===== config.mk =====
export PLATFORM = sky130hd
export DESIGN_NAME = cache_op_ctrl
export DESIGN_NICKNAME = d
export VERILOG_FILES = /design/src/rtl/cache_op_ctrl.sv
export SDC_FILE = /design/constraint.sdc
export NUM_CORES = 1
export LEC_CHECK = 0
export ABC_AREA = 1
export BUFFER_PORTS_ARGS = -buffer_cell sky130_fd_sc_hd__buf_4
export CORE_ASPECT_RATIO = 1.2
export CORE_MARGIN = 2
export CORE_UTILIZATION = 48
export CTS_CLUSTER_SIZE = 12
export DETAILED_ROUTE_END_ITERATION = 10
export PLACE_DENSITY = 0.84
export SLEW_MARGIN = 0
export SYNTH_ARGS = -nofsm -noshare
export SYNTH_HDL_FRONTEND = slang
export SYNTH_SLANG_ARGS = --single-unit

===== constraint.sdc =====
create_clock -name clk -period 3 [get_ports clk]
set_clock_uncertainty 0.1 [all_clocks]
set_input_delay 0.6 -clock clk [delete_from_list [all_inputs] [get_ports clk]]
set_output_delay 0.6 -clock clk [all_outputs]
set_load 0.03 [all_outputs]

===== src/rtl/cache_op_ctrl.sv =====
// CACHE-instruction sequencer between writeback and the I/D caches: one maintenance request per op.
// Optional watchdog enabled by defining CACHE_OP_WATCHDOG_EN.
module cache_op_ctrl #(
   parameter int ADDR_W         = 32,
   parameter int TIMEOUT_CYCLES = 1023
) (
   input  logic              clk,
   input  logic              reset,
   input  logic              flush,
   input  logic [1:0]        cache_target,
   input  logic [4:0]        cache_op,
   input  logic [ADDR_W-1:0] cache_paddr,
   input  logic [31:0]       cp0_taglo,
   output logic              cache_op_done,
   output logic              busy,
   output logic              icache_op_req,
   input  logic              icache_op_ack,
   input  logic              icache_op_resp,
   output logic              dcache_op_req,
   input  logic              dcache_op_ack,
   input  logic              dcache_op_resp,
   output logic [2:0]        op_code,
   output logic [ADDR_W-1:0] op_addr,
   output logic [31:0]       op_taglo,
   output logic              op_err
);

   typedef enum logic [2:0] {S_IDLE, S_REQ, S_WAIT, S_DONE, S_HOLD} state_e;

   state_e            state_q;
   logic              abort_q, sel_d_q, done_q, busy_q, ireq_q, dreq_q;
   logic [2:0]        op_code_q;
   logic [ADDR_W-1:0] op_addr_q;
   logic [31:0]       op_taglo_q;
   logic              op_ok, sel_ack, sel_resp, fin_ok, wd_hit;

   // Cache-select bits are implied by cache_target and not needed here.
   logic unused_sel;
   assign unused_sel = ^cache_op[1:0];

   always_comb begin
      op_ok = 1'b0;
      case (cache_target)
         2'b01:   op_ok = (cache_op[4:2] == 3'b000) || (cache_op[4:2] == 3'b010) ||
                          (cache_op[4:2] == 3'b100);
         2'b10:   op_ok = (cache_op[4:2] == 3'b000) || (cache_op[4:2] == 3'b010) ||
                          (cache_op[4:2] == 3'b100) || (cache_op[4:2] == 3'b101);
         default: op_ok = 1'b0;
      endcase
   end

   assign sel_ack  = sel_d_q ? dcache_op_ack  : icache_op_ack;
   assign sel_resp = sel_d_q ? dcache_op_resp : icache_op_resp;
   // Done is reported only for ops that saw no flush, including the cycle of entering DONE.
   assign fin_ok   = !(abort_q || flush);

`ifdef CACHE_OP_WATCHDOG_EN
   localparam int CNT_W = ($clog2(TIMEOUT_CYCLES + 1) > 10) ? $clog2(TIMEOUT_CYCLES + 1) : 10;
   logic [CNT_W-1:0] wd_q;
   logic             op_err_q;

   always_ff @(posedge clk) begin
      if (reset || !(state_q == S_REQ || state_q == S_WAIT)) wd_q <= '0;
      else                                                   wd_q <= wd_q + 1'b1;
   end
   assign wd_hit = (wd_q == CNT_W'(TIMEOUT_CYCLES - 1));
   assign op_err = op_err_q;
`else
   localparam int unused_timeout = TIMEOUT_CYCLES;
   assign wd_hit = 1'b0;
   assign op_err = 1'b0;
`endif

   always_ff @(posedge clk) begin
      if (reset) begin
         state_q    <= S_IDLE;
         abort_q    <= 1'b0;
         sel_d_q    <= 1'b0;
         done_q     <= 1'b0;
         busy_q     <= 1'b0;
         ireq_q     <= 1'b0;
         dreq_q     <= 1'b0;
         op_code_q  <= '0;
         op_addr_q  <= '0;
         op_taglo_q <= '0;
`ifdef CACHE_OP_WATCHDOG_EN
         op_err_q   <= 1'b0;
`endif
      end else begin
         done_q <= 1'b0;
         if (state_q != S_IDLE && flush) abort_q <= 1'b1;
         case (state_q)
            S_IDLE: begin
               if (cache_target != 2'b00 && !flush) begin
                  op_code_q  <= cache_op[4:2];
                  op_addr_q  <= cache_paddr;
                  op_taglo_q <= cp0_taglo;
                  sel_d_q    <= cache_target[1];
                  busy_q     <= 1'b1;
                  if (op_ok) begin
                     state_q <= S_REQ;
                     ireq_q  <= (cache_target == 2'b01);
                     dreq_q  <= (cache_target == 2'b10);
                  end else begin
                     // Unsupported op retires as a NOP without touching either cache.
                     state_q <= S_DONE;
                     done_q  <= 1'b1;
                  end
               end
            end
            S_REQ: begin
               if (sel_ack) begin
                  ireq_q <= 1'b0;
                  dreq_q <= 1'b0;
                  if (sel_resp) begin
                     state_q <= S_DONE;
                     done_q  <= fin_ok;
                  end else begin
                     state_q <= S_WAIT;
                  end
               end else if (wd_hit) begin
                  ireq_q  <= 1'b0;
                  dreq_q  <= 1'b0;
                  state_q <= S_DONE;
                  done_q  <= fin_ok;
`ifdef CACHE_OP_WATCHDOG_EN
                  op_err_q <= 1'b1;
`endif
               end
            end
            S_WAIT: begin
               if (sel_resp) begin
                  state_q <= S_DONE;
                  done_q  <= fin_ok;
               end else if (wd_hit) begin
                  state_q <= S_DONE;
                  done_q  <= fin_ok;
`ifdef CACHE_OP_WATCHDOG_EN
                  op_err_q <= 1'b1;
`endif
               end
            end
            S_DONE: state_q <= S_HOLD;
            S_HOLD: begin
               // Wait for writeback to drop the target so the stale op is not re-run.
               if (cache_target == 2'b00) begin
                  state_q <= S_IDLE;
                  busy_q  <= 1'b0;
                  abort_q <= 1'b0;
               end
            end
            default: state_q <= S_IDLE;
         endcase
      end
   end

   assign cache_op_done = done_q && !flush;
   assign busy          = busy_q;
   assign icache_op_req = ireq_q;
   assign dcache_op_req = dreq_q;
   assign op_code       = op_code_q;
   assign op_addr       = op_addr_q;
   assign op_taglo      = op_taglo_q;

endmodule


Yosys cells after proc, flatten, opt, wreduce, memory -nomap -nowiden
Cells that the tools add are included.
Cells by class
  equality and inequality tests: 14
  muxes and demuxes: 28
  reduce and logical (&&, ||, !) cells: 20
Operators with widths (count)
  $mux W1: 17
  $pmux W3 S5: 1
  $mux W3: 4
  $ne A2 B2 Y1 const B: 5
  $eq A3 B2 Y1 const B: 3
  $eq A3 B3 Y1 const B: 3
  $pmux W1 S2: 4
  $reduce_and A4 Y1: 2
  $logic_not A3 Y1: 2
  $reduce_bool A2 Y1: 3
  $logic_or A1 B1 Y1: 4
  $eq A3 B1 Y1 const B: 1
  $logic_and A1 B1 Y1: 3
  $pmux W1 S3: 1
  $reduce_and A3 Y1: 1
  $reduce_bool A3 Y1: 1
  $eq A2 B1 Y1 const B: 1
  $eq A2 B2 Y1 const B: 1
  $logic_not A1 Y1: 2
  $logic_not A2 Y1: 1
  $mux W2: 1
  $reduce_and A2 Y1: 1
Storage, ports and cells
  bits in registers: 76
  input bits: 78
  output and inout bits: 72
  logic and storage cells: 72

Longest topological paths before layout
Gate-level depths: netlist (run 1).
  word-level depth: 8
  gate-level depth with buffers: 10
  depth with buffers taken out: 10

Worst setup path before layout (run 1)
No wires, ideal clock.
  path type: input -> register
  start point: input cache_target[0]
  end point: register op_code_q[0], in the netlist op_code[0]
  setup time: 0.070 ns
  arrival time: 1.582 ns
  required time: 2.830 ns
  path slack: 1.248 ns
  stages: 9
  buffers on the path: 2
  path through: inv_1 -> ha_1 -> inv_1 -> nand4_4 -> inv_2 -> buf_6 -> buf_6 -> nand2_1 -> a21oi_1
On the way
  cells in the longest elaborated chain, start to end: 3
RTL lines
  start, declared: line 10  | input logic [1:0] cache_target,
  $reduce_bool A2 Y1: line 94  | if (cache_target != 2'b00 && !flush) begin
  $logic_and A1 B1 Y1: line 94
  $reduce_and A2 Y1 (no source line)
  end signal, assigned: line 95  | op_code_q <= cache_op[4:2];
  end, declared: line 32  | logic [2:0] op_code_q;
No other way between the ends.
A chain may end at the register's enable or synchronous reset.

Worst setup path after layout (run 1)
  start point: input cache_target[0]
  end point: register op_addr_q[29], in the netlist op_addr[29]
On the way
  cells in the longest elaborated chain, start to end: 3
RTL lines
  $reduce_bool A2 Y1: line 94
  $logic_and A1 B1 Y1: line 94
  $reduce_and A2 Y1 (no source line)
  end signal, assigned: line 96  | op_addr_q <= cache_paddr;
  end, declared: line 33  | logic [ADDR_W-1:0] op_addr_q;
No other way between the ends.

==> results of run 1 <==
worst max-delay path, delay by kind of cell:
| kind | cells | cell delay (ns) |
|---|---|---|
| buffers and inverters | 5 | 0.75 |
| and+or+nand+nor | 2 | 0.40 |
| adders and majority gates | 1 | 0.19 |
| AOI/OAI and AO/OA | 1 | 0.14 |
layout by cell type, fill, tap and decap left out:
master      instances
clkbuf_8           11
a211oi_1            1
or2_2               2
inv_1              15
nor4_1              2
o21ai_0             2
inv_2               1
nand3_1            11
dfxtp_1            76
nand4_4             1
conb_1              1
nor2_1             13
clkinv_4            1
clkinvlp_4          3
clkinv_2            1
buf_4             149
nor2_4              1
nand2_1           163
a21oi_1            74
ha_1                3
Yosys cell counts:
master    count
nand2_1     163
dfxtp_1      76
a21oi_1      74
inv_1        15
clkbuf_1     14
nor2_1       13
nand3_1      11
buf_2         6
buf_6         3
ha_1          3
nor4_1        2
o21ai_0       2
or2_2         2
a211oi_1      1
buf_1         1
buf_4         1
conb_1        1
inv_2         1
nand4_4       1
nor2_4        1
cell type report:
cell class,count,area share (%)
flip-flops and latches,76,36.3
clock buffers,11,3.61
repair buffers,149,26.7
multi-input cells,274,28.7
well taps,82,2.45
clock inverters,5,0.865
inverters,16,1.43
flip-flops by register name (all words and copies together), names as in the netlist:
register / cells
op_taglo: 32
op_code: 3
abort_q: 1
dcache_op_req: 1
busy: 1
done_q: 1
state_q: 3
icache_op_req: 1
sel_d_q: 1
op_addr: 32
worst min-delay path by stage:
stage,endpoint,slack (ns),from,cells after the start
after floorplan,sel_d_q,0.38,sel_d_q,2
after global placement,busy,0.35,busy,2
after detailed placement,op_addr[6],0.36,op_addr[6],2
after CTS,op_addr[6],0.37,op_addr[6],2
after global routing,op_taglo[19],0.38,op_taglo[19],2
final,op_addr[9],0.37,op_addr[9],2
layer usage:
metal	part of all wire [%]	GRT usage [%]	wire (um)
met1	39	24.9	2930
met2	50	35.6	3760
met3	9.5	11.0	719
met4	2.4	9.09	182
met5	0	0	0
kinds of logic (layout without fill, tap and decap cells):
family                     after synthesis  count (layout)  synth area share (%)
other                                    1               1                 0.129
AOI/OAI and AO/OA                       77              77                  13.3
buffers and inverters                   41             181                  6.45
and+or+nand+nor                        193             193                  26.6
DFF                                     76              76                  52.3
adders and majority gates                3               3                  1.29
stage by stage:
stage                     utilization (%)  setup slack, ns  hold WS [ns]  instance area, um^2
final                                70.7             1.07         0.365                 4190
after global routing                 70.7            0.881         0.380                 4190
after CTS                            70.7             1.05         0.369                 4190
after detailed placement             67.5            0.707         0.357                 4010
after global placement               67.5            0.734         0.351                 4010
after floorplan                         -             1.25         0.376                 2910
power by group:
group	switching [mW]	internal (mW)	total (mW)
sequential	0.115	1.18	1.30
clock	0.374	0.345	0.719
combinational	0.761	0.433	1.19
==> reports/results.tsv, run 1 <==
metric	value	unit
outcome	finished, final reports clean	
post-route-min-period	1.93	ns
grt_pass1_vias	2561	
synth.top_cell.area_share	52.3	%
post_cts_resized	0	
max_stage_delay	0.34	ns
clk_path_buf_depth	2	
clock-sinks	76	
critPathMaxFanout	35	
multiInputGateArea	1200	um^2
setup_violations	0	
synthesis.instances	391	
tns	0	ns
grt_antenna_before_repair	0	
clk_pin_slew_worst_paths	0.07	ns
synthTopCellsByArea	dfxtp_1 (52%), nand2_1 (21%), a21oi_1 (13%), inv_1 (1.9%), nand3_1 (1.9%)	
routed_via_density	4.81	
maxSlewHeadroom	50.1	%
leakagePower	1.92	nW
hold_violations	0	
postCtsSetupBuffers	0	
synthDistinctLibCells	20	
gp_congestion	0.854	
ys_ff_latch	76	
cp-start-kind	input pin	
synth_top_area_cell	dfxtp_1	
fin_crit_sh	64.5	%
layout.cells.non_filler	613	
layout-drive-gt1-share	32.0	%
r2r-end	op_addr[8]	
worst_setup_path_end_kind	flip-flop	
root_buffer	clkbuf_8	
hold_path.class	reg -> reg	
ctsHoldBuffers	0	
ios	150	
avgRoutedWirePerCell	12.4	um
die_y	89.3	um
ir_drop	0.489	mV
syn_nets	472	
worstMarginPinSlew	0.748	ns
syn_avg_cell_area	7.45	um^2
drt_iter0_markers	139	
crit_required	3.15	ns
crit_type	in -> reg	
grt_usage	22.2	%
worstSkewPairLatency	0.33	ns
ys_seq_area_share	52.3	%
drc	0	
yosysWarnings	0	
path_cells	buf_4 -> inv_1 -> ha_1 -> inv_1 -> nand4_4 -> inv_2 -> buf_4 -> nand2_1 -> a21oi_1	
num_antenna_cells	0	
seqCellArea	1520	um^2
rows	31	
maxSlewViolCount	0	
fmaxAchievable	517	MHz
syn_to_final_growth	44.0	%
start_util	49.1	%
drtAntennaViolNets	0	
grt_max_degree	75	
dp_hpwl	5.44	mm
grt-ovfl-total	0	
vias	2951	
cts_tree	done	
cp-startpoint	cache_target[0]	
dp.cells	597	
nFillCells	489	
rsz0062_at_grt	false	
p_per_area	766	nW/um^2
maxCapViolCount	0	
grt_pass1_wl	11.4	mm
r2r_setup_slack	1.21	ns
drtPass1Iterations	4	
rr_startpoint	state_q[1]	
cp_slowest_cell	buf_4	
syn-cell-area	2910	um^2
dieArea	6710	um^2
arrival	2.09	ns
final_nets	607	
routed_wl	7.60	mm
portBuffers	146	
cts_buffers	9	
cts_max_level	3	
coreArea	5930	um^2
rr_worst_depth	5	
cp-endpoint	op_addr[29]	
die_w	75.1	um
total_power	3.21	mW
No activity file was read; power rests on OpenSTA's default activity.
==> run 2: changes to the inputs <==
--- a/config.mk
+++ b/config.mk
@@ -9,10 +9,10 @@
 export BUFFER_PORTS_ARGS = -buffer_cell sky130_fd_sc_hd__buf_4
 export CORE_ASPECT_RATIO = 1.2
 export CORE_MARGIN = 2
-export CORE_UTILIZATION = 48
+export CORE_UTILIZATION = 45
 export CTS_CLUSTER_SIZE = 12
 export DETAILED_ROUTE_END_ITERATION = 10
-export PLACE_DENSITY = 0.84
+export PLACE_DENSITY = 0.79
 export SLEW_MARGIN = 0
 export SYNTH_ARGS = -nofsm -noshare
 export SYNTH_HDL_FRONTEND = slang
==> constraint.sdc (replaced) <==
create_clock -name clk -period 1.85 [get_ports clk]
set_clock_uncertainty 0.1 [all_clocks]
set_input_delay 0.37 -clock clk [delete_from_list [all_inputs] [get_ports clk]]
set_output_delay 0.37 -clock clk [all_outputs]
set_load 0.03 [all_outputs]
==> reports/results.tsv, run 2 (synthesis gave the netlist of run 1 again) <==
metric	value	unit	change
syn_to_final_growth	46.4	%	was 44.0%
path_cells	nor2_4 -> nand4_4 -> buf_4 -> nand2_1 -> nand2_1 -> nand2_1 -> nand2_1 -> nor2_1		was buf_4 -> inv_1 -> ha_1 -> inv_1 -> nand4_4 -> inv_2 -> buf_4 -> nand2_1 -> a21oi_1
swShare	37.6	%	was 38.9%
clk_path_buf_depth	2		unchanged
placed_area	4070	um^2	was 4010 um^2
outcome	finished, final reports clean		unchanged
maxCapViolCount	0		unchanged
drc	0		unchanged
cts_buffers	9		unchanged
critPathMaxFanout	22		was 35
routed_wl	7.57	mm	was 7.60 mm
cts_tree	done		unchanged
die_y	92.1	um	was 89.3 um
dieArea	7130	um^2	was 6710 um^2
grt_antenna_before_repair	0		unchanged
post-route-min-period	1.51	ns	
clock-sinks	76		unchanged
ir_drop	0.778	mV	was 0.489 mV
crit_type	reg -> reg		was in -> reg
rows	32		was 31
combPwrFrac	37.3	%	was 37.2%
dp_hpwl	5.35	mm	was 5.44 mm
fmaxAchievable	661	MHz	
cp-start-kind	flip-flop		was input pin
routed_via_density	4.81		about the same
p_sw	2.01	mW	was 1.25 mW
drtAntennaViolNets	0		unchanged
post_cts_resized	0		unchanged
arrival	1.66	ns	was 2.09 ns
hold_violations	0		unchanged
max_stage_delay	0.52	ns	was 0.34 ns
p_per_area	1250	nW/um^2	was 766 nW/um^2
p_clk_share	23.3	%	was 22.4%
drt_iter0_markers	99		was 139
tns	0	ns	unchanged
die_w	77.4	um	was 75.1 um
cp-startpoint	state_q[1]		was cache_target[0]
final_nets	610		was 607
grt_pass1_wl	12.5	mm	was 11.4 mm
root_buffer	clkbuf_8		unchanged
grt-ovfl-total	0		unchanged
crit_top_cell	nand2_1		
rr_startpoint	state_q[1]		unchanged
postCtsSetupBuffers	0		unchanged
avgRoutedWirePerCell	12.2	um	was 12.4 um
min_path_cells	3		was 2
clk_pin_slew_worst_paths	0.08	ns	was 0.07 ns
worst_setup_path_end_kind	flip-flop		unchanged
internal_power	3.33	mW	was 1.96 mW
gp_congestion	0.810		was 0.854
drtPass1Iterations	4		unchanged
final_cell_mix	nand2_1 (163), buf_4 (149), dfxtp_1 (76), a21oi_1 (74), inv_1 (15)		unchanged
cts_max_level	3		unchanged
portBuffers	146		unchanged
grt_max_degree	44		was 75
min_from	cache_paddr[0]		was op_addr[9]
final_common_cell	nand2_1		unchanged
setup_violations	0		unchanged
ios	150		unchanged
leakagePower	1.96	nW	was 1.92 nW
cp_slowest_cell	dfxtp_1		was buf_4
hold_path.class	in -> reg		was reg -> reg
vias	2978		was 2951
coreArea	6330	um^2	was 5930 um^2
crit_required	1.99	ns	was 3.15 ns
fin_crit_sh	81.8	%	
rr_worst_depth	8		was 5
grt_pass1_vias	2908		was 2561
rsz0062_at_grt	false		unchanged
ctsHoldBuffers	0		unchanged
maxSlewViolCount	0		unchanged
grt_usage	22.1	%	was 22.2%
layout-drive-gt1-share	32.0	%	about the same
whs	0.175	ns	was 0.365 ns
seq_power_share	39.4	%	was 40.4%
postLayoutCellArea	4260	um^2	was 4190 um^2
start_util	46.0	%	was 49.1%
num_antenna_cells	0		unchanged
worstSkewPairLatency	0.34	ns	was 0.33 ns
run 2: cell count changes in the layout (fill, tap and decap cells not counted):
cell,change
buf_12,+3
clkinvlp_4,-3
clkbuf_1,+2
bufinv_16,+1
clkbuf_8,-1
clkinv_2,+1
run 2: layout make-up:
type	count	area [um^2]
fill	538	2060
multi-input combinational	274	1200
clock inverter	4	48.8
tap	85	106
clock buffer	12	145
timing repair buffer	152	1180
sequential	76	1520
inverter	16	60.1
run 2: worst paths after layout:
check                  end  slack [ns]
min             op_addr[0]        0.17
max reg2reg  dcache_op_req        0.34
max          dcache_op_req        0.34
min reg2reg           busy        0.36
run 2: power groups by stage:
stage | Combinational (mW) | Clock, mW | Sequential (mW)
finish | 1.99 | 1.24 | 2.10
global placement | 1.98 | 0 | 2.12
CTS | 2.01 | 1.28 | 2.10
floorplan | 0.875 | 0 | 2.56
global route | 2.19 | 1.35 | 2.14
detailed placement | 2.01 | 0 | 2.13
run 2: stage by stage:
step | setup WS, ns | instances | power, mW | util [%]
floorplan | 0.328 | 391 | 3.43 | -
global placement | 0.107 | 603 | 4.10 | 64.3
detailed placement | 0.0784 | 603 | 4.14 | 64.3
CTS | 0.336 | 619 | 5.39 | 67.4
global route | 0.171 | 619 | 5.69 | 67.4
finish | 0.337 | 619 | 5.34 | 67.4
run 2: per-layer routing:
metal  wire [um]  up-vias  part of all wire, %  global-route usage (%)
li1            -     1514                    -                       -
met1        3040     1355                   40                    24.5
met2        3870      101                   51                    37.2
met3         547        8                  7.2                    7.28
met4         103        0                  1.4                    12.2
met5           0        -                    0                       0
run 2: worst max-delay path: cells and delay by family, from the launching register on:
kind,cells,cell delay [ns]
buffers and inverters,1,0.25
DFF,1,0.52
and+or+nand+nor,7,0.54
==> run 3: changes to the inputs <==
--- a/config.mk
+++ b/config.mk
@@ -9,10 +9,10 @@
 export BUFFER_PORTS_ARGS = -buffer_cell sky130_fd_sc_hd__buf_4
 export CORE_ASPECT_RATIO = 1.2
 export CORE_MARGIN = 2
-export CORE_UTILIZATION = 45
+export CORE_UTILIZATION = 40
 export CTS_CLUSTER_SIZE = 12
 export DETAILED_ROUTE_END_ITERATION = 10
-export PLACE_DENSITY = 0.79
+export PLACE_DENSITY = 0.75
 export SLEW_MARGIN = 0
 export SYNTH_ARGS = -nofsm -noshare
 export SYNTH_HDL_FRONTEND = slang
==> constraint.sdc (replaced) <==
create_clock -name clk -period 1.34 [get_ports clk]
set_clock_uncertainty 0.1 [all_clocks]
set_input_delay 0.268 -clock clk [delete_from_list [all_inputs] [get_ports clk]]
set_output_delay 0.268 -clock clk [all_outputs]
set_load 0.03 [all_outputs]
==> reports/results.tsv, run 3 (synthesis gave the netlist of run 1 again) <==
metric	value	unit	change
dieArea	7980	um^2	was 7130 um^2
die_y	97.5	um	was 92.1 um
grt_pass1_vias	2928		was 2908
drt_iter0_markers	90		was 99
drc	0		unchanged
clk_path_buf_depth	2		unchanged
final_common_cell	buf_4		was nand2_1
grt_pass1_wl	12.7	mm	was 12.5 mm
crit_type	reg -> reg		unchanged
worstSkewPairLatency	0.34	ns	about the same
internal_power	5.28	mW	was 3.33 mW
nFillCells	628		was 538
drtPass1Iterations	4		unchanged
start_util	40.7	%	was 46.0%
swShare	36.2	%	was 37.6%
grt-ovfl-total	0		unchanged
fin_crit_sh	97.9	%	was 81.8%
avgRoutedWirePerCell	12.8	um	was 12.2 um
clk_pin_slew_worst_paths	0.08	ns	about the same
leakagePower	2.12	nW	was 1.96 nW
worst_setup_path_end_kind	flip-flop		unchanged
maxCapViolCount	0		unchanged
portBuffers	146		unchanged
dp_hpwl	5.78	mm	was 5.35 mm
seq_power_share	35.1	%	was 39.4%
p_sw	3.00	mW	was 2.01 mW
cts_buffers	9		unchanged
post-route-min-period	1.31	ns	was 1.51 ns
cp_slowest_cell	dfxtp_4		was dfxtp_1
critPathTopFamily	flip-flops		was simple AND/OR/NAND/NOR gates
max_stage_delay	0.38	ns	was 0.52 ns
syn_to_final_growth	59.7	%	was 46.4%
worst-path-buf-inv	2		was 1
hold_violations	0		unchanged
num_antenna_cells	0		unchanged
layout_setup_ws	0.0280	ns	was 0.337 ns
arrival	1.44	ns	was 1.66 ns
whs	0.0744	ns	was 0.175 ns
vias	3110		was 2978
rsz0062_at_grt	true		was false
cts_tree	done		unchanged
die_w	81.9	um	was 77.4 um
grt_antenna_before_repair	0		unchanged
final_cell_mix	buf_4 (161), nand2_1 (159), dfxtp_1 (72), a21oi_1 (71), clkbuf_8 (11)		was nand2_1 (163), buf_4 (149), dfxtp_1 (76), a21oi_1 (74), inv_1 (15)
ctsHoldBuffers	0		unchanged
grt_max_degree	50		was 44
utilization	65.1	%	was 67.4%
clock-sinks	76		unchanged
gp_congestion	0.819		was 0.810
fmaxAchievable	762	MHz	was 661 MHz
routed_via_density	4.82		was 4.81
final_nets	632		was 610
ios	150		unchanged
coreArea	7150	um^2	was 6330 um^2
total_power	8.28	mW	was 5.34 mW
critPathMaxFanout	13		was 22
root_buffer	clkbuf_8		unchanged
combPwrFrac	41.3	%	was 37.3%
setup_violations	0		unchanged
p_per_area	1780	nW/um^2	was 1250 nW/um^2
path_cells	nor2_4 -> nand4_4 -> buf_6 -> buf_12 -> nand2_1 -> a21oi_2		was nor2_4 -> nand4_4 -> buf_4 -> nand2_1 -> nand2_1 -> nand2_1 -> nand2_1 -> nor2_1
tns	0	ns	unchanged
drtAntennaViolNets	0		unchanged
cp-start-kind	flip-flop		unchanged
multiInputGateArea	1270	um^2	was 1200 um^2
ir_drop	0.860	mV	was 0.778 mV
p_clk_share	23.6	%	was 23.3%
cts_max_level	3		unchanged
outcome	finished, final reports clean		unchanged
seqCellArea	1530	um^2	was 1520 um^2
rows	34		was 32
layout-drive-gt1-share	39.5	%	was 32.0%
hold_path.class	in -> reg		unchanged
dp_slack	-0.223	ns	was 0.0784 ns
routed_wl	8.26	mm	was 7.57 mm
crit_required	1.46	ns	was 1.99 ns
maxSlewViolCount	0		unchanged
grt_usage	20.2	%	was 22.1%
run 3: changes by cell type in the layout (fill, tap and decap cells not counted), sizes merged:
cell	before	now
clkinvlp	0	1
clkbuf	12	13
inv	16	15
bufinv	1	2
clkinv	3	2
buf	152	172
run 3: timing repair:
item / 4_1_cts / 5_1_grt
gates cloned: 0 / 2
pin swaps: 1 / 9
setup buffers: 0 / 2
resized for setup: 7 / 27
endpoints found under the setup margin: 67 / 56
endpoints found under the hold margin: 0 / 0
run 3: per-layer routing:
layer / GRT usage (%) / part of all wire, % / wire length [um] / up-vias
met4: 8.33 / 2.4 / 199 / 0
met1: 22.5 / 39 / 3220 / 1418
met5: 0 / 0 / 0 / -
li1: - / - / - / 1555
met3: 7.06 / 8.2 / 676 / 17
met2: 34.0 / 50 / 4170 / 120
run 3: worst paths after layout:
path,from,to,slack (ns),cells past startpoint
setup reg to reg,state_q[1],op_addr[25],0.03,6
setup / recovery,state_q[1],op_addr[25],0.03,6
hold reg to reg,op_addr[11],op_addr[11],0.36,2
hold / removal,cp0_taglo[20],op_taglo[20],0.07,3
run 3: final cells by class:
type | instances | share of cell area [%]
flip-flops and latches | 76 | 32.9
clock inverters | 4 | 1.56
well taps | 90 | 2.42
repair buffers | 174 | 31.0
multi-input cells | 274 | 27.3
clock buffers | 11 | 3.26
inverters | 16 | 1.51
run 3: power by group through the flow:
stage,registers (mW),clock network [mW],logic [mW]
5_1_grt,2.96,2.10,3.69
6_report,2.91,1.95,3.42
2_1_floorplan,3.54,0,1.25
3_5_place_dp,2.92,0,3.15
4_1_cts,2.89,2.02,3.19
3_3_place_gp,2.91,0,3.11
run 3: per-stage QoR:
stage	area (um^2)	std cells
3_3_place_gp	4270	626
2_1_floorplan	2950	391
3_5_place_dp	4270	626
5_1_grt	4650	645
6_report	4650	645
4_1_cts	4510	641
run 3: tightest hold or removal path: stages:
cell and delay (ns):
buf_4 0.10, nand2_1 0.05, a21oi_1 0.05
